## src/rtl/platform_manager.sv

```systemverilog
// Platform pool between jumplogic and color_mapper: per-frame landing test, world
// scroll with respawn at the top, per-pixel platform hit and a saturating climb score.
module platform_manager #(
    parameter int          NUM_PLAT    = 8,
    parameter int          PLAT_W      = 64,
    parameter int          PLAT_H      = 8,
    parameter int          SCROLL_LINE = 160,
    parameter int          SCREEN_W    = 640,
    parameter int          SCREEN_H    = 480,
    parameter logic [15:0] SEED        = 16'hACE1
) (
    input  logic        Clk,
    input  logic        Reset,
    input  logic        frame_clk,
    input  logic [9:0]  DoodleX,
    input  logic [9:0]  DoodleY,
    input  logic [9:0]  DoodleS,
    input  logic [9:0]  DoodleVY,
    input  logic [9:0]  DrawX,
    input  logic [9:0]  DrawY,
    output logic        plat_pixel,
    output logic        land,
    output logic [9:0]  land_y,
    output logic [9:0]  scroll_amt,
    output logic [15:0] score,
    output logic        busy
);
    localparam int          IW     = (NUM_PLAT > 1) ? $clog2(NUM_PLAT) : 1;
    localparam logic [10:0] X_SPAN = 11'(SCREEN_W - PLAT_W);

    typedef enum logic [1:0] {S_INIT, S_IDLE, S_CHECK, S_SCROLL} state_t;

    state_t          state_q, state_d;
    logic [IW-1:0]   idx_q;
    logic [15:0]     lfsr_q;
    logic            sync1_q, sync2_q;
    logic [9:0]      snap_x_q, snap_y_q, snap_s_q, snap_vy_q;
    logic            hit_q;
    logic [9:0]      hit_y_q;
    logic            land_q, busy_q, pix_q;
    logic [9:0]      land_y_q, amt_q;
    logic [15:0]     score_q;
    logic [9:0]      px_q [NUM_PLAT];
    logic [9:0]      py_q [NUM_PLAT];

    logic            edge_s, last_s, cur_hit_s, wrap_s, vy_pos_s, pix_s;
    logic [9:0]      cur_x_s, cur_y_s, rand_x_s, new_amt_s, new_y_s;
    logic [10:0]     rx_s, sum_x_s, left_s, foot_s, cx_s, cy_s, moved_s;
    logic [16:0]     score_sum_s;

    function automatic logic [15:0] lfsr_step(input logic [15:0] v);
        return (v >> 1) ^ (v[0] ? 16'hB400 : 16'h0000);
    endfunction

    // Per-index datapath: random X, landing test and scroll arithmetic (11-bit, no wrap).
    always_comb begin
        edge_s    = sync1_q & ~sync2_q;
        last_s    = (idx_q == IW'(NUM_PLAT - 1));
        rx_s      = {1'b0, lfsr_q[9:0]};
        rand_x_s  = (rx_s > X_SPAN) ? 10'(rx_s - X_SPAN) : rx_s[9:0];
        cur_x_s   = px_q[idx_q];
        cur_y_s   = py_q[idx_q];
        cx_s      = {1'b0, cur_x_s};
        cy_s      = {1'b0, cur_y_s};
        sum_x_s   = {1'b0, snap_x_q} + {1'b0, snap_s_q};
        left_s    = (snap_x_q >= snap_s_q) ? ({1'b0, snap_x_q} - {1'b0, snap_s_q}) : 11'd0;
        foot_s    = {1'b0, snap_y_q} + {1'b0, snap_s_q};
        vy_pos_s  = ~snap_vy_q[9] & (snap_vy_q != 10'd0);
        cur_hit_s = vy_pos_s & (sum_x_s > cx_s) & (left_s < cx_s + 11'(PLAT_W))
                  & (foot_s >= cy_s) & (foot_s < cy_s + 11'(PLAT_H));
        new_amt_s = (snap_y_q < 10'(SCROLL_LINE)) ? (10'(SCROLL_LINE) - snap_y_q) : 10'd0;
        moved_s   = cy_s + {1'b0, amt_q};
        wrap_s    = (moved_s >= 11'(SCREEN_H));
        new_y_s   = wrap_s ? 10'(moved_s - 11'(SCREEN_H)) : moved_s[9:0];
        score_sum_s = {1'b0, score_q} + {7'd0, amt_q};
    end

    // Next-state logic.
    always_comb begin
        state_d = state_q;
        case (state_q)
            S_INIT:   state_d = last_s ? S_IDLE : S_INIT;
            S_IDLE:   state_d = edge_s ? S_CHECK : S_IDLE;
            S_CHECK:  state_d = last_s ? S_SCROLL : S_CHECK;
            S_SCROLL: state_d = last_s ? S_IDLE : S_SCROLL;
            default:  state_d = S_INIT;
        endcase
    end

    // State register.
    always_ff @(posedge Clk) begin
        if (Reset) begin
            state_q <= S_INIT;
        end else begin
            state_q <= state_d;
        end
    end

    // Control and result registers: sync, snapshot, landing, scroll amount, score.
    always_ff @(posedge Clk) begin
        if (Reset) begin
            lfsr_q    <= SEED;
            sync1_q   <= 1'b0;
            sync2_q   <= 1'b0;
            idx_q     <= '0;
            snap_x_q  <= 10'd0;
            snap_y_q  <= 10'd0;
            snap_s_q  <= 10'd0;
            snap_vy_q <= 10'd0;
            hit_q     <= 1'b0;
            hit_y_q   <= 10'd0;
            land_q    <= 1'b0;
            land_y_q  <= 10'd0;
            amt_q     <= 10'd0;
            score_q   <= 16'd0;
            busy_q    <= 1'b1;
        end else begin
            lfsr_q  <= lfsr_step(lfsr_q);
            sync1_q <= frame_clk;
            sync2_q <= sync1_q;
            land_q  <= 1'b0;
            busy_q  <= (state_d != S_IDLE);
            idx_q   <= ((state_d != state_q) || (state_q == S_IDLE)) ? '0 : idx_q + IW'(1);
            case (state_q)
                S_IDLE: begin
                    if (edge_s) begin
                        snap_x_q  <= DoodleX;
                        snap_y_q  <= DoodleY;
                        snap_s_q  <= DoodleS;
                        snap_vy_q <= DoodleVY;
                        hit_q     <= 1'b0;
                    end
                end
                S_CHECK: begin
                    // Lowest index wins: later hits never overwrite hit_y_q.
                    if (cur_hit_s && !hit_q) begin
                        hit_q   <= 1'b1;
                        hit_y_q <= cur_y_s - snap_s_q;
                    end
                    if (last_s) begin
                        land_q <= hit_q | cur_hit_s;
                        amt_q  <= new_amt_s;
                        if (hit_q) begin
                            land_y_q <= hit_y_q;
                        end else if (cur_hit_s) begin
                            land_y_q <= cur_y_s - snap_s_q;
                        end
                    end
                end
                S_SCROLL: begin
                    if (last_s) begin
                        score_q <= score_sum_s[16] ? 16'hFFFF : score_sum_s[15:0];
                    end
                end
                default: ;
            endcase
        end
    end

    // Platform pool: evenly spaced layout in INIT, shifted and respawned in SCROLL.
    always_ff @(posedge Clk) begin
        if (Reset) begin
            for (int i = 0; i < NUM_PLAT; i++) begin
                px_q[i] <= 10'd0;
                py_q[i] <= 10'd0;
            end
        end else begin
            case (state_q)
                S_INIT: begin
                    px_q[idx_q] <= rand_x_s;
                    py_q[idx_q] <= 10'(int'(idx_q) * (SCREEN_H / NUM_PLAT));
                end
                S_SCROLL: begin
                    py_q[idx_q] <= new_y_s;
                    if (wrap_s) begin
                        px_q[idx_q] <= rand_x_s;
                    end
                end
                default: ;
            endcase
        end
    end

    // Pixel-inside-any-platform test.
    always_comb begin
        pix_s = 1'b0;
        for (int i = 0; i < NUM_PLAT; i++) begin
            pix_s = pix_s
                  | (({1'b0, DrawX} >= {1'b0, px_q[i]}) & ({1'b0, DrawX} < {1'b0, px_q[i]} + 11'(PLAT_W))
                   & ({1'b0, DrawY} >= {1'b0, py_q[i]}) & ({1'b0, DrawY} < {1'b0, py_q[i]} + 11'(PLAT_H)));
        end
    end

    // Registered pixel hit.
    always_ff @(posedge Clk) begin
        if (Reset) begin
            pix_q <= 1'b0;
        end else begin
            pix_q <= pix_s;
        end
    end

    assign plat_pixel = pix_q;
    assign land       = land_q;
    assign land_y     = land_y_q;
    assign scroll_amt = amt_q;
    assign score      = score_q;
    assign busy       = busy_q;
endmodule

```

## config.mk

```make
export PLATFORM = sky130hd
export DESIGN_NAME = platform_manager
export DESIGN_NICKNAME = d
export VERILOG_FILES = /design/src/rtl/platform_manager.sv
export SDC_FILE = /design/constraint.sdc
export NUM_CORES = 1
export LEC_CHECK = 0
export BUFFER_PORTS_ARGS = -buffer_cell sky130_fd_sc_hd__buf_2
export CORE_MARGIN = 5
export CORE_UTILIZATION = 50
export CTS_BUF_LIST = sky130_fd_sc_hd__clkbuf_8
export DETAILED_ROUTE_END_ITERATION = 10
export HOLD_SLACK_MARGIN = 0.06
export PLACE_DENSITY_LB_ADDON = 0.2
export SETUP_SLACK_MARGIN = 0.02
export SLEW_MARGIN = 0
export SYNTH_ARGS = -nofsm -noshare
export SYNTH_HDL_FRONTEND = slang
export SYNTH_SLANG_ARGS = --single-unit
```

## constraint.sdc

```tcl
create_clock -name Clk -period 6.5 [get_ports Clk]
set_input_delay 0.65 -clock Clk [delete_from_list [all_inputs] [get_ports Clk]]
set_output_delay 0.65 -clock Clk [all_outputs]
set_load 0.02 [all_outputs]
```

==> summary.txt <==
Outcome
  – Status: complete, no violations

Min path
  – Hold crit path type: in2reg
  – Hold Path Cell Cnt: 3

Yosys
  – Synth cell types: 80
  – Post-synthesis mux area share: 5.60%
  – Sequential element share of the synthesized area: between 30 and 40%
  – #FFs+latches synth: approximately 270
  – Synth area leader: edfxtp_1
  – Xor/xnor share of the synthesized area: ~4.6%
  – Simple-gate share of the synthesized area: between 10% and 20%
  – Post-Synthesis Cells: 2496
  – Synthesized area per cell: roughly 9 µm²
  – Synth warn: 0
  – Synth top area share: about a fifth
  – Async SR Flop Fraction: 0%
  – Synth Cell Area: roughly 0.023 mm²
  – Post-synth EDFFs: 160
  – Compound-Gate Fraction of Synth Area: 15.0%
  – Synth Flop Type: edfxtp_1
  – Top post-synthesis cells by area: edfxtp_1 21%, ha_1 21%, dfxtp_1 10%
  – Most frequent cell after synthesis: ha_1
  – Largest family of logic cells by synthesized area: adder cells
  – Synth Area in Adders: roughly 22%
  – Syn Nets: between 2000 and 3000
  – Synth top cells by count: 377 x ha_1, 246 x nand2_1, 238 x inv_1

Final layout
  – Diode count: 0
  – # fillers: approximately 4100
  – Final instance area: 0.0245 mm²
  – Nets: 3031
  – Multi-input logic area: 0.0143 mm²
  – Final core occ: 54.4%
  – Synth-to-Final Area Change: 8.50%
  – Final non-filler cell total: 3213
  – Layout cell share with drive strength beyond 1: under 10%
  – Area taken by flip-flops and latches: between 0.007 and 0.008 mm²

Clocking
  – Clock insertion delay at the later pin of the skew report: approximately 590 ps
  – Hold Buf Count CTS: 0
  – CTS tree: yes
  – Post-CTS setup repair buffer count: 0
  – H-tree depth: 2
  – Maximum root-to-sink buffer count: 3
  – CTS Root Cell: clkbuf_8
  – Num CTS Buffers: 43
  – Clock Sinks: 273
  – Resized Gates After CTS: 0
  – CTS clk-pin slew, worst paths: 60 ps

Critical path
  – Crit path DAT: between 5000 and 6000 ps
  – Setup CP Type: reg2reg
  – CP endpoint kind: flip-flop
  – Critical path's top delay family: compound AO/OA/AOI/OAI gates
  – Worst path slowest cell: o21ai_0
  – Critical path data required time: between 6000 and 7000 ps
  – Worst path most repeated cell: ha_1
  – Crit path max fanout: 31
  – R2R cell count: 12
  – Max incr delay on CP: between 1000 and 1500 ps
  – Critical path cell sequence: mux4_1 -> mux2i_1 -> inv_1 -> ha_1 -> and3_1 -> a221oi_1 -> xnor2_1 -> ha_1 -> a31o_2 -> a211o_2 -> a21boi_4 -> o21ai_0
  – WP buf/inv: 1
  – CP Launch Type: flip-flop
  – Crit path depth: 12

Die
  – Num rows: around 80
  – I/O Pins: between 100 and 150
  – Die ar.: between 0.04 and 0.05 mm²
  – Chip Height: between 200 and 250 µm
  – Core area: roughly 0.045 mm²
  – Initial Utilization: between 50% and 60%
  – Die extent in x: approximately 220 µm

Pwr
  – Gate power share: 25.2%
  – Sequential share of power: between 40% and 50%
  – Maximum vdd drop: 0.148 mV
  – Net Sw Frac: around 33%
  – Clock network power share: about a third
  – Sw Pwr: between 1.5 and 2 mW
  – Cell leakage power: about 11 nW
  – Cell internal pwr: around 3.2 mW
  – PwrDens: 193 mW/mm²

Timing
  – Final Hold Fails: 0
  – Final setup TNS: 0 ps
  – Final Setup Violations: 0
  – Hold WS: between 300 and 400 ps
  – Fmax: 0.178 GHz
  – Slew Viols, Final: 0
  – Clock skew: ~36 ps
  – Post-layout min period: 5630 ps
  – Worst Tran Pin Value: 1330 ps
  – Final period util: just under 90%
  – Max-slew headroom: roughly 10%
  – RSZ-0062 raised after global routing: no

Placed design
  – Port Buf Inserts: between 100 and 150
  – Post-DP Area: between 0.02 and 0.025 mm²
  – Post-DP HPWL: around 55000 µm
  – Final GP Congestion: 0.969
  – Dpl cells: 3136

Drt
  – Via Count: around 19000
  – Drt drc: 0
  – DR WL met3: around 5500 µm
  – Drt total wl: around 68000 µm
  – DRT Pass-1 Iters: 5
  – Final ANT Viol Nets: 0
  – DR vias/cell: around 6.0
  – M1 wire length: between 30000 and 40000 µm
  – Number of DRC violations after detailed-routing iteration 0: 1753
  – DR top layer: met4
  – WL met2: between 30000 and 40000 µm
  – Post-DR wirelength/cell: between 20 and 25 µm

Global routing
  – First-pass GRT wire length: between 100000 and 150000 µm
  – Pin count of the biggest net entering global routing: between 80 and 90
  – Congestion Overflow GR: 0
  – Total track usage: a little over a quarter
  – Initial antenna violation count: 0
  – Vias in the first global route: between 15000 and 20000

Job
  – Maxcap violations: 0
## power groups by stage
stage | registers [mW] | clock network (mW) | logic, mW
detailed placement | 2.07 | 0 | 1.18
floorplan | 1.99 | 0 | 0.832
global placement | 2.07 | 0 | 1.14
global route | 2.04 | 1.60 | 1.33
finish | 2.04 | 1.50 | 1.19
CTS | 2.03 | 1.52 | 1.19
## flip-flops by register name, indices dropped and copies added, names as in the netlist, 16 cells and up
name,cells
py_q,80
score,16
lfsr_q,16
px_q,80
## layer usage
metal  up-vias  GRT usage [%]
met3       103           3.73
met1      9139           38.5
met2       766           42.6
met5         -              0
met4         0           7.91
li1       9176              -
## stage by stage
stage | total power, mW | setup WS, ps
floorplan | 2.82 | 1430
global placement | 3.21 | 815
detailed placement | 3.24 | 638
CTS | 4.74 | 630
global route | 4.97 | 550
finish | 4.73 | 873
## final timing paths
path	from	slack [ps]	endpoint
max reg2reg	idx_q[0]	870	px_q[1][3]
min	DoodleY[1]	310	snap_y_q[1]
max	idx_q[0]	870	px_q[1][3]
min reg2reg	lfsr_q[12]	410	lfsr_q[11]
## cells in the final DEF (no fill, tap or decap), drive strengths merged, types with 93 or more instances in the layout
cell      n
nor2    230
buf     118
edfxtp  160
o21ai   100
xnor2    93
nand2   246
inv     250
a21oi   172
ha      377
dfxtp   113
## cell families after synthesis
kind of cell	Yosys count
DFF	273
buffers and inverters	316
AOI/OAI and AO/OA	530
muxes	74
xor gates and xnor gates	120
adders and majority gates	386
and+or+nand+nor	797
## final cells by class
cell class | instances | area share, %
Clock inverter | 25 | 0.678
Multi-Input combinational cell | 1907 | 58.3
Timing Repair Buffer | 118 | 2.59
Inverter | 239 | 3.66
Tap cell | 600 | 3.06
Clock buffer | 51 | 2.86
Sequential cell | 273 | 28.8
## worst register-to-register path, stage by stage, from the launching register on
cell and delay (ps):
dfxtp_4 680, mux4_1 670, mux2i_1 510, inv_1 210, ha_1 400, and3_1 220
a221oi_1 350, xnor2_1 260, ha_1 300, a31o_2 180, a211o_2 240, a21boi_4 150
o21ai_0 1060
Note: power is estimated with default switching activity, not from simulation.
